==> config.mk <==
export PLATFORM = sky130hd
export DESIGN_NAME = status_reg_writer
export DESIGN_NICKNAME = d
export VERILOG_FILES = /design/src/rtl/status_reg_writer.sv
export SDC_FILE = /design/constraint.sdc
export NUM_CORES = 1
export LEC_CHECK = 0
export ABC_AREA = 1
export BUFFER_PORTS_ARGS = -buffer_cell sky130_fd_sc_hd__clkbuf_2
export CAP_MARGIN = 20
export CORE_ASPECT_RATIO = 1.5
export CORE_UTILIZATION = 41
export DETAILED_ROUTE_END_ITERATION = 12
export GPL_TIMING_DRIVEN = 1
export PLACE_DENSITY = 0.74
export SLEW_MARGIN = 30
export SYNTH_ARGS = -nofsm -noshare
export SYNTH_HDL_FRONTEND = slang
export SYNTH_SLANG_ARGS = --single-unit
==> constraint.sdc <==
create_clock -name clk -period 1.3 [get_ports clk]
set_clock_uncertainty 0.05 [all_clocks]
set_input_delay 0.13 -clock clk [delete_from_list [all_inputs] [get_ports clk]]
set_output_delay 0.13 -clock clk [all_outputs]
set_load 0.005 [all_outputs]
==> src/rtl/status_reg_writer.sv <==
// NZCV status producer: captures execute flags, commits them masked into sr_q.
// Optional forwarding of the pending entry to status_out under SR_BYPASS_EN.
module status_reg_writer #(
  parameter int         CNT_W    = 16,
  parameter logic [3:0] SR_RESET = 4'b0000
) (
  input  logic             clk,
  input  logic             rst_n,
  input  logic             exe_valid,
  input  logic             exe_s,
  input  logic             exe_cond_pass,
  input  logic [3:0]       exe_flags,
  input  logic [3:0]       exe_mask,
  input  logic             stall,
  input  logic             flush,
  input  logic             msr_en,
  input  logic [3:0]       msr_data,
  input  logic             cond_use,
  output logic [3:0]       status_out,
  output logic [3:0]       sr_q,
  output logic             hazard,
  output logic [CNT_W-1:0] upd_cnt
);

  typedef enum logic {
    IDLE,
    PENDING
  } state_t;

  state_t     state;
  state_t     stateNxt;
  logic       pendValid;
  logic [3:0] pendFlags;
  logic [3:0] pendMask;
  logic [3:0] commitVal;
  logic [3:0] srNxt;
  logic       take;
  logic       commit;

  assign pendValid = (state == PENDING);

  assign take = exe_valid & exe_s & exe_cond_pass
              & ~stall & ~flush & (|exe_mask);

  assign commitVal = (sr_q & ~pendMask)
                   | (pendFlags & pendMask);

  always_comb begin
    stateNxt = IDLE;
    commit   = 1'b0;
    unique case (state)
      IDLE:    commit = 1'b0;
      PENDING: commit = 1'b1;
      default: commit = 1'b0;
    endcase
    if (take) stateNxt = PENDING;
  end

  // MSR is the younger write and wins over a same-cycle commit
  always_comb begin
    srNxt = sr_q;
    if (msr_en)      srNxt = msr_data;
    else if (commit) srNxt = commitVal;
  end

  always_ff @(posedge clk or negedge rst_n) begin
    if (!rst_n) begin
      state     <= IDLE;
      pendFlags <= 4'b0000;
      pendMask  <= 4'b0000;
      sr_q      <= SR_RESET;
      upd_cnt   <= '0;
    end else begin
      state <= stateNxt;
      sr_q  <= srNxt;
      if (take) begin
        pendFlags <= exe_flags;
        pendMask  <= exe_mask;
      end
      if (commit) upd_cnt <= upd_cnt + 1'b1;
    end
  end

`ifdef SR_BYPASS_EN
  logic unusedCondUse;
  assign unusedCondUse = cond_use;
  assign status_out = pendValid ? commitVal : sr_q;
  assign hazard     = 1'b0;
`else
  assign status_out = sr_q;
  assign hazard     = pendValid & cond_use;
`endif

endmodule
== Word-level counts from Yosys, hierarchy flattened ==
Index checks and enable logic that the tools add are counted.
Word-level totals
  word-level logic and storage cells: 25
  output and inout port bits: 25
  bits in registers: 29
Operators by class
  mux-type cells: 4
  bitwise gates (word level): 13
  $add $sub $neg: 1
  reductions and logical operators: 2
Operators with widths (number)
  adder 16 x 1 -> 16 bit, second input constant: 1
  bitwise AND 4 bit: 2
  2-to-1 mux 4 bit: 2
  bitwise AND 1 bit: 6
  NOT 4 bit: 1
  OR 4 bit: 1
  OR reduction 4 bit: 1
  NOT 1 bit: 3
  one-hot mux 1 bit (2 select lines): 1
  nonzero test 2 bit: 1
  2-to-1 mux 1 bit: 1

== Longest topological paths before layout ==
Gate-level depths: netlist of run 1.
  depth in word-level cells: 6
  gate-level depth with buffers: 7

== Least setup slack after synthesis of run 1 ==
No wires, ideal clock.
  kind: register -> register
  start: register upd_cnt[0]
  end: register upd_cnt[8]
  path slack: 0.015 ns
  arrival time: 1.110 ns
  library setup time: 0.125 ns
  data required time: 1.125 ns
  period minus slack after synthesis: 1.285 ns
  stages on the path, launching flop included: 6
  path through: dfrtp_1 > ha_1 > nand4_1 > nor2_2 > nand2_2 > xnor2_1
Between the ends
  longest elaborated chain between the ends: 1
Ends and longest elaborated chain
  start: declaration: line 22  | output logic [CNT_W-1:0] upd_cnt
  start signal: assignment: line 80  | if (commit) upd_cnt <= upd_cnt + 1'b1;
  adder 16 x 1 -> 16 bit: line 80
No other way between the ends.
A chain may end at the register's enable or synchronous reset.

== Worst setup path after layout of run 1 ==
  start: register upd_cnt[1]
  end: register upd_cnt[4]
The elaborated chain is that of the path after synthesis.

==> metrics.cfg, run 1 <==
[run_status]
status=finished with violations
violations=setup timing

[logic_synthesis]
yosysTopAreaCellShare=0.490
ys_ff_latch=29
ys_top_cells_by_area=dfrtp_1 (49%), nand2_1 (13%), inv_1 (7.6%)
synth_area_leader_cell=dfrtp_1
synth_fp_nets=209
synth_cell_types=17
synth-edff-count=0
avgSynthCellArea_um2=7.92
async_flop_share=1.00
syn_inst=187
syn_area_um2=1480
dominantRegCellSynth=dfrtp_1
synth.most_common_cell=nand2_1
synthTopCellsByCount=nand2_1 (52), inv_1 (30), dfrtp_1 (29)
ys.warnings.count=0
ys_seq_area_frac=0.490

[pwr]
leakage_nw=1.13
vdd_drop_max_uv=952
p_per_area_nw_per_um2=1150

[clocking]
htreeDepth=2
clkSlewWorstSetupHoldPaths_ns=0.06
clkLatencyLatePin_ns=0.28
cts_tree=done
clock_sinks=29
root_buffer=clkbuf_8
cts_buffers=5
cts_buffer_depth=2

[setup_path]
r2r-start=upd_cnt[1]
cp_slowest_cell=dfrtp_1
path_cells=ha_4 -> nand4_1 -> buf_4 -> buf_4 -> xnor2_1
crit_arrival_ns=1.45
r2r_cells=5
crit_end=upd_cnt[4]
cp-startpoint=upd_cnt[1]
cp_max_fo=4
crit_top_cell=buf_4
cp-end-kind=flip-flop
cp.required_ns=1.41
cp.depth=5
reg2reg_slack_ns=-0.04
worst-setup-path-type=flip-flop to flip-flop
crit_buf_inv=2
r2r-end=upd_cnt[4]
crit_family=flip-flops
cpPeakStageDelay_ns=0.43
start_kind=flip-flop

[timing]
hold_ws_ns=0.0459
tns_ns=-0.0589
tightest_slew_ns=0.361
rsz0062_at_grt=true
setup_viol=2
hold_viol=0
post-route-period-util=1.03
fmax_mhz=744
fin_ws_ns=-0.0447
min_period_ns=1.34
final_max_slew_viol_count=0
relSlewSlack=0.759

[place]
io_buffer_count=45
place_hpwl_um=2520
gp_congestion=0.841

[final_layout]
drive_gt1_frac=0.332
seq_area_um2=729
final_nets=274
multi_input_area_um2=646
fill_cells=338
syn_to_final_growth_pct=37.2
antennaDiodeCount=0

[flow_run]
cap_violations=0

[route]
drc=0
ant_nets=0
drt-total-wl_um=3420
wl_per_cell_um=11.6
first_pass_iters=4
viasPerCell=4.74
drt_iter0_markers=44
vias=1399

[floorplan]
die_y_um=75.6
ioPinCount=46
core-area_um2=3420
dieArea_um2=3860
die-width_um=51.1
start_util=0.434
rows=26

[global_route]
grt_max_degree=30
grt_pass1_wl_um=5480
track_usage=0.199
antenna_found_initial=0
gr-total-overflow=0
grt_pass1_vias=1329

[min_path]
hp-class=primary input to flip-flop

-- report_power, final --
group          internal [mW]  switching, mW  total [mW]
logic                  0.246          0.176       0.423
registers               1.01          0.109        1.11
clock network          0.477          0.330       0.807
-- how the worst min path moves through the flow --
stage,startpoint,slack [ns],cells past startpoint,endpoint
CTS,msr_data[0],0.04,3,flip-flop
global placement,rst_n,0.11,2,upd_cnt[5]
detailed placement,rst_n,0.11,2,upd_cnt[8]
floorplan,rst_n,-0.22,0,asynchronous set/reset pin
finish,msr_data[0],0.05,3,flip-flop
global route,msr_data[0],0.06,3,flip-flop
-- through the flow --
step | instances | worst slack (ns) | util | cell area (µm²) | power, mW
after floorplan | 187 | 0.0152 | - | 1480 | 1.24
after global placement | 276 | 0.0308 | 0.521 | 1780 | 1.43
after detailed placement | 276 | -0.0430 | 0.521 | 1780 | 1.44
after CTS | 290 | 0.00116 | 0.569 | 1940 | 2.27
after global routing | 295 | -0.0775 | 0.595 | 2030 | 2.48
final | 295 | -0.0447 | 0.595 | 2030 | 2.34
-- cells in the final DEF (no fill, tap or decap) --
cell type and count:
nand2_1 51, clkbuf_2 45, inv_1 30, dfrtp_1 26
nor2_1 15, buf_4 14, nand3_1 11, nand4_1 10
a21oi_1 8, clkbuf_8 7, xor2_1 5, dlygate4sd3_1 5
o21ai_0 4, nor2_4 3, nand2_2 3, xnor2_1 3
dfrtp_2 3, nand3_2 2, nor2_2 2, nor3_4 1
xor2_2 1, and2b_1 1, ha_4 1, clkinv_2 1
buf_6 1
-- area by class of cell --
cell class,count,area share
sequential,29,0.359
timing repair buffer,65,0.193
clock buffer,7,0.0474
multi-input combinational,121,0.318
tap,42,0.0258
clock inverter,1,0.00246
inverter,30,0.0554
-- worst min-delay path: cells and delay by family --
family | cells | cell delay [ns]
buffers and inverters | 1 | 0.08
and+or+nand+nor | 1 | 0.09
AOI/OAI and AO/OA | 1 | 0.05
-- metal layers --
metal	up-vias	GRT usage	routed length, µm
li1	701	-	-
met1	635	0.192	1200
met2	52	0.379	1900
met3	11	0.0479	209
met4	0	0.111	110
met5	-	0	0
-- cells by family (layout without fill, tap and decap cells) --
logic type / count (synthesis) / count (layout) / synth area share
and+or+nand+nor: 99 / 99 / 0.300
buffers and inverters: 37 / 103 / 0.108
DFF: 29 / 29 / 0.490
AOI/OAI and AO/OA: 12 / 12 / 0.0405
xor gates and xnor gates: 9 / 9 / 0.0532
adders and majority gates: 1 / 1 / 0.00844
-- timing repair --
item | CTS | global route
cloned | 0 | 0
pin swaps | 1 | 8
endpoints found under the hold margin | 33 | 0
hold buffers | 5 | 0
resized for setup | 3 | 11
setup endpoints to repair | 7 | 11
buffers inserted | 1 | 5
(Power assumes the default switching activity.)
==> inputs of run 2 (changes only) <==
--- a/config.mk
+++ b/config.mk
@@ -8,11 +8,11 @@
 export ABC_AREA = 1
 export BUFFER_PORTS_ARGS = -buffer_cell sky130_fd_sc_hd__clkbuf_2
 export CAP_MARGIN = 20
-export CORE_ASPECT_RATIO = 1.5
+export CORE_ASPECT_RATIO = 0.8
 export CORE_UTILIZATION = 41
 export DETAILED_ROUTE_END_ITERATION = 12
 export GPL_TIMING_DRIVEN = 1
-export PLACE_DENSITY = 0.74
+export PLACE_DENSITY_LB_ADDON = 0.15
 export SLEW_MARGIN = 30
 export SYNTH_ARGS = -nofsm -noshare
 export SYNTH_HDL_FRONTEND = slang
==> run 2 against run 1 <==
  * The run still ends with setup timing left
  * Clock power is 8.4% lower
  * Hold slack got worse by 0.040 ns
  * Die area about the same
  * Count of clock-buffer cells in the layout did not move
  * Wire length is 4.0% lower
  * Critical path depth rose by 1
  * Cell area down 3.3%
  * Critical path type unchanged
  * Combinational power shrank 12%
  * Fmax increased by 3.3%
==> metrics.cfg, run 2 (synthesized netlist as in run 1, its figures left out) <==
[route]
viasPerCell=4.66  ; was 4.74
drt_iter0_markers=82  ; was 44
vias=1356  ; was 1,399
ant_nets=0  ; unchanged
drt-total-wl_um=3280  ; was 3420 µm
first_pass_iters=4  ; unchanged
drc=0  ; unchanged
wl_per_cell_um=11.3  ; was 11.6 µm

[timing]
rsz0062_at_grt=true  ; unchanged
fmax_mhz=768  ; was 744 MHz
final_max_slew_viol_count=0  ; unchanged
min_period_ns=1.30  ; was 1.34 ns
tns_ns=-0.00161  ; was -0.0589 ns
setup_viol=1  ; was 2
relSlewSlack=0.746  ; was 0.759
hold_viol=0  ; unchanged
tightest_slew_ns=0.381  ; was 0.361 ns
post-route-period-util=1.00  ; was 1.03
fin_ws_ns=-0.00161  ; was -0.0447 ns
hold_ws_ns=0.00593  ; was 0.0459 ns

[run_status]
violations=setup timing  ; unchanged
status=finished with violations  ; unchanged

[clocking]
cts_tree=done  ; unchanged
clkSlewWorstSetupHoldPaths_ns=0.06  ; about the same
htreeDepth=2  ; unchanged
cts_buffers=5  ; unchanged
root_buffer=clkbuf_8  ; unchanged
clock_sinks=29  ; unchanged
clkLatencyLatePin_ns=0.28  ; about the same
cts_buffer_depth=2  ; unchanged

[global_route]
track_usage=0.178  ; was 0.199
gr-total-overflow=0  ; unchanged
grt_pass1_vias=1216  ; was 1,329
grt_pass1_wl_um=5410  ; was 5480 µm
antenna_found_initial=0  ; unchanged
grt_max_degree=30  ; unchanged

[floorplan]
dieArea_um2=3860  ; about the same
die-width_um=69.2  ; was 51.1 µm
die_y_um=55.8  ; was 75.6 µm
rows=19  ; was 26
core-area_um2=3450  ; was 3420 µm²
ioPinCount=46  ; unchanged
start_util=0.430  ; was 0.434

[setup_path]
reg2reg_slack_ns=-0.002  ; was -0.04 ns
crit_end=upd_cnt[12]  ; was upd_cnt[4]
r2r_cells=6  ; was 5
crit_arrival_ns=1.42  ; was 1.45 ns
start_kind=flip-flop  ; unchanged
r2r-start=upd_cnt[0]  ; was upd_cnt[1]
worst-setup-path-type=flip-flop to flip-flop  ; unchanged
cp.required_ns=1.42  ; was 1.41 ns
r2r-end=upd_cnt[12]  ; was upd_cnt[4]
cp-startpoint=upd_cnt[0]  ; was upd_cnt[1]
cp_max_fo=4  ; unchanged
cp-end-kind=flip-flop  ; unchanged

[place]
gp_congestion=0.775  ; was 0.841
pre_cts_slack_ns=-0.0367  ; was -0.0430 ns
place_hpwl_um=2350  ; was 2520 µm
io_buffer_count=45  ; unchanged
dp.cells=276  ; unchanged

[pwr]
p_per_area_nw_per_um2=1120  ; was 1150 nW/µm²
leakage_nw=1.10  ; was 1.13 nW
vdd_drop_max_uv=509  ; was 952 µV

[final_layout]
seq_area_um2=729  ; unchanged
fill_cells=342  ; was 338
antennaDiodeCount=0  ; unchanged
final_common_cell=nand2_1  ; unchanged
syn_to_final_growth_pct=32.7  ; was 37.2%
drive_gt1_frac=0.321  ; was 0.332
finalNonFillerCells=291  ; was 295
final_cell_mix=nand2_1 (52), clkbuf_2 (45), inv_1 (30)  ; was nand2_1 (51), clkbuf_2 (45), inv_1 (30)
multi_input_area_um2=623  ; was 646 µm²
final_nets=271  ; was 274

[flow_run]
cap_violations=0  ; unchanged

[min_path]
min_path_cells=3  ; unchanged
hp-class=primary input to flip-flop  ; unchanged

## run 2: how the worst min path moves through the flow
| stage | startpoint | endpoint | slack, ns |
|---|---|---|---|
| 3_3_place_gp | rst_n | upd_cnt[2] | 0.11 |
| 5_1_grt | exe_flags[0] | pendFlags[0] | 0.007 |
| 4_1_cts | exe_flags[2] | pendFlags[2] | 0.0005 |
| 3_5_place_dp | rst_n | upd_cnt[2] | 0.11 |
| 6_report | exe_flags[2] | pendFlags[2] | 0.006 |
| 2_1_floorplan | rst_n | asynchronous set/reset pin | -0.22 |
## run 2: repair_timing
action | in CTS | in global routing
pin swaps | 0 | 5
endpoints found under the hold margin | 30 | 0
resized for setup | 3 | 7
hold buffers | 2 | 0
setup buffers | 0 | 6
setup endpoints to repair | 3 | 9
## run 2: critical path, stage by stage (launching register included)
cell and delay, ns:
dfrtp_1 0.40, ha_4 0.17, nand4_1 0.14, nor2_2 0.22, nand4_1 0.12, nand2_1 0.07
inv_1 0.03
## run 2: final cells by class
class	count	area share
flip-flops and latches	29	0.371
repair buffers	62	0.184
multi-input cells	121	0.317
well taps	42	0.0267
clock buffers	7	0.0439
inverters	30	0.0573
## run 2: stage by stage
stage,cell area (µm²),util,total power [mW]
final,1970,0.570,2.21
after global routing,1970,0.570,2.34
after detailed placement,1780,0.516,1.43
after floorplan,1480,-,1.24
after CTS,1890,0.549,2.18
after global placement,1780,0.516,1.43
## run 2: per-layer routing
metal  vias to the layer above  track usage  wire length (µm)  part of all wire
met4                         0       0.0612                46             0.014
met2                        30        0.268              1410              0.43
met5                         -            0                 0                 0
li1                        702            -                 -                 -
met3                         6       0.0543               125             0.038
met1                       618        0.244              1700              0.52
## run 2: power breakdown
group | switching [mW] | leakage [nW] | internal, mW | total, mW
clock | 0.320 | 0.0443 | 0.419 | 0.739
combinational | 0.173 | 0.682 | 0.199 | 0.372
sequential | 0.0933 | 0.375 | 1.00 | 1.10
total | 0.586 | 1.10 | 1.62 | 2.21
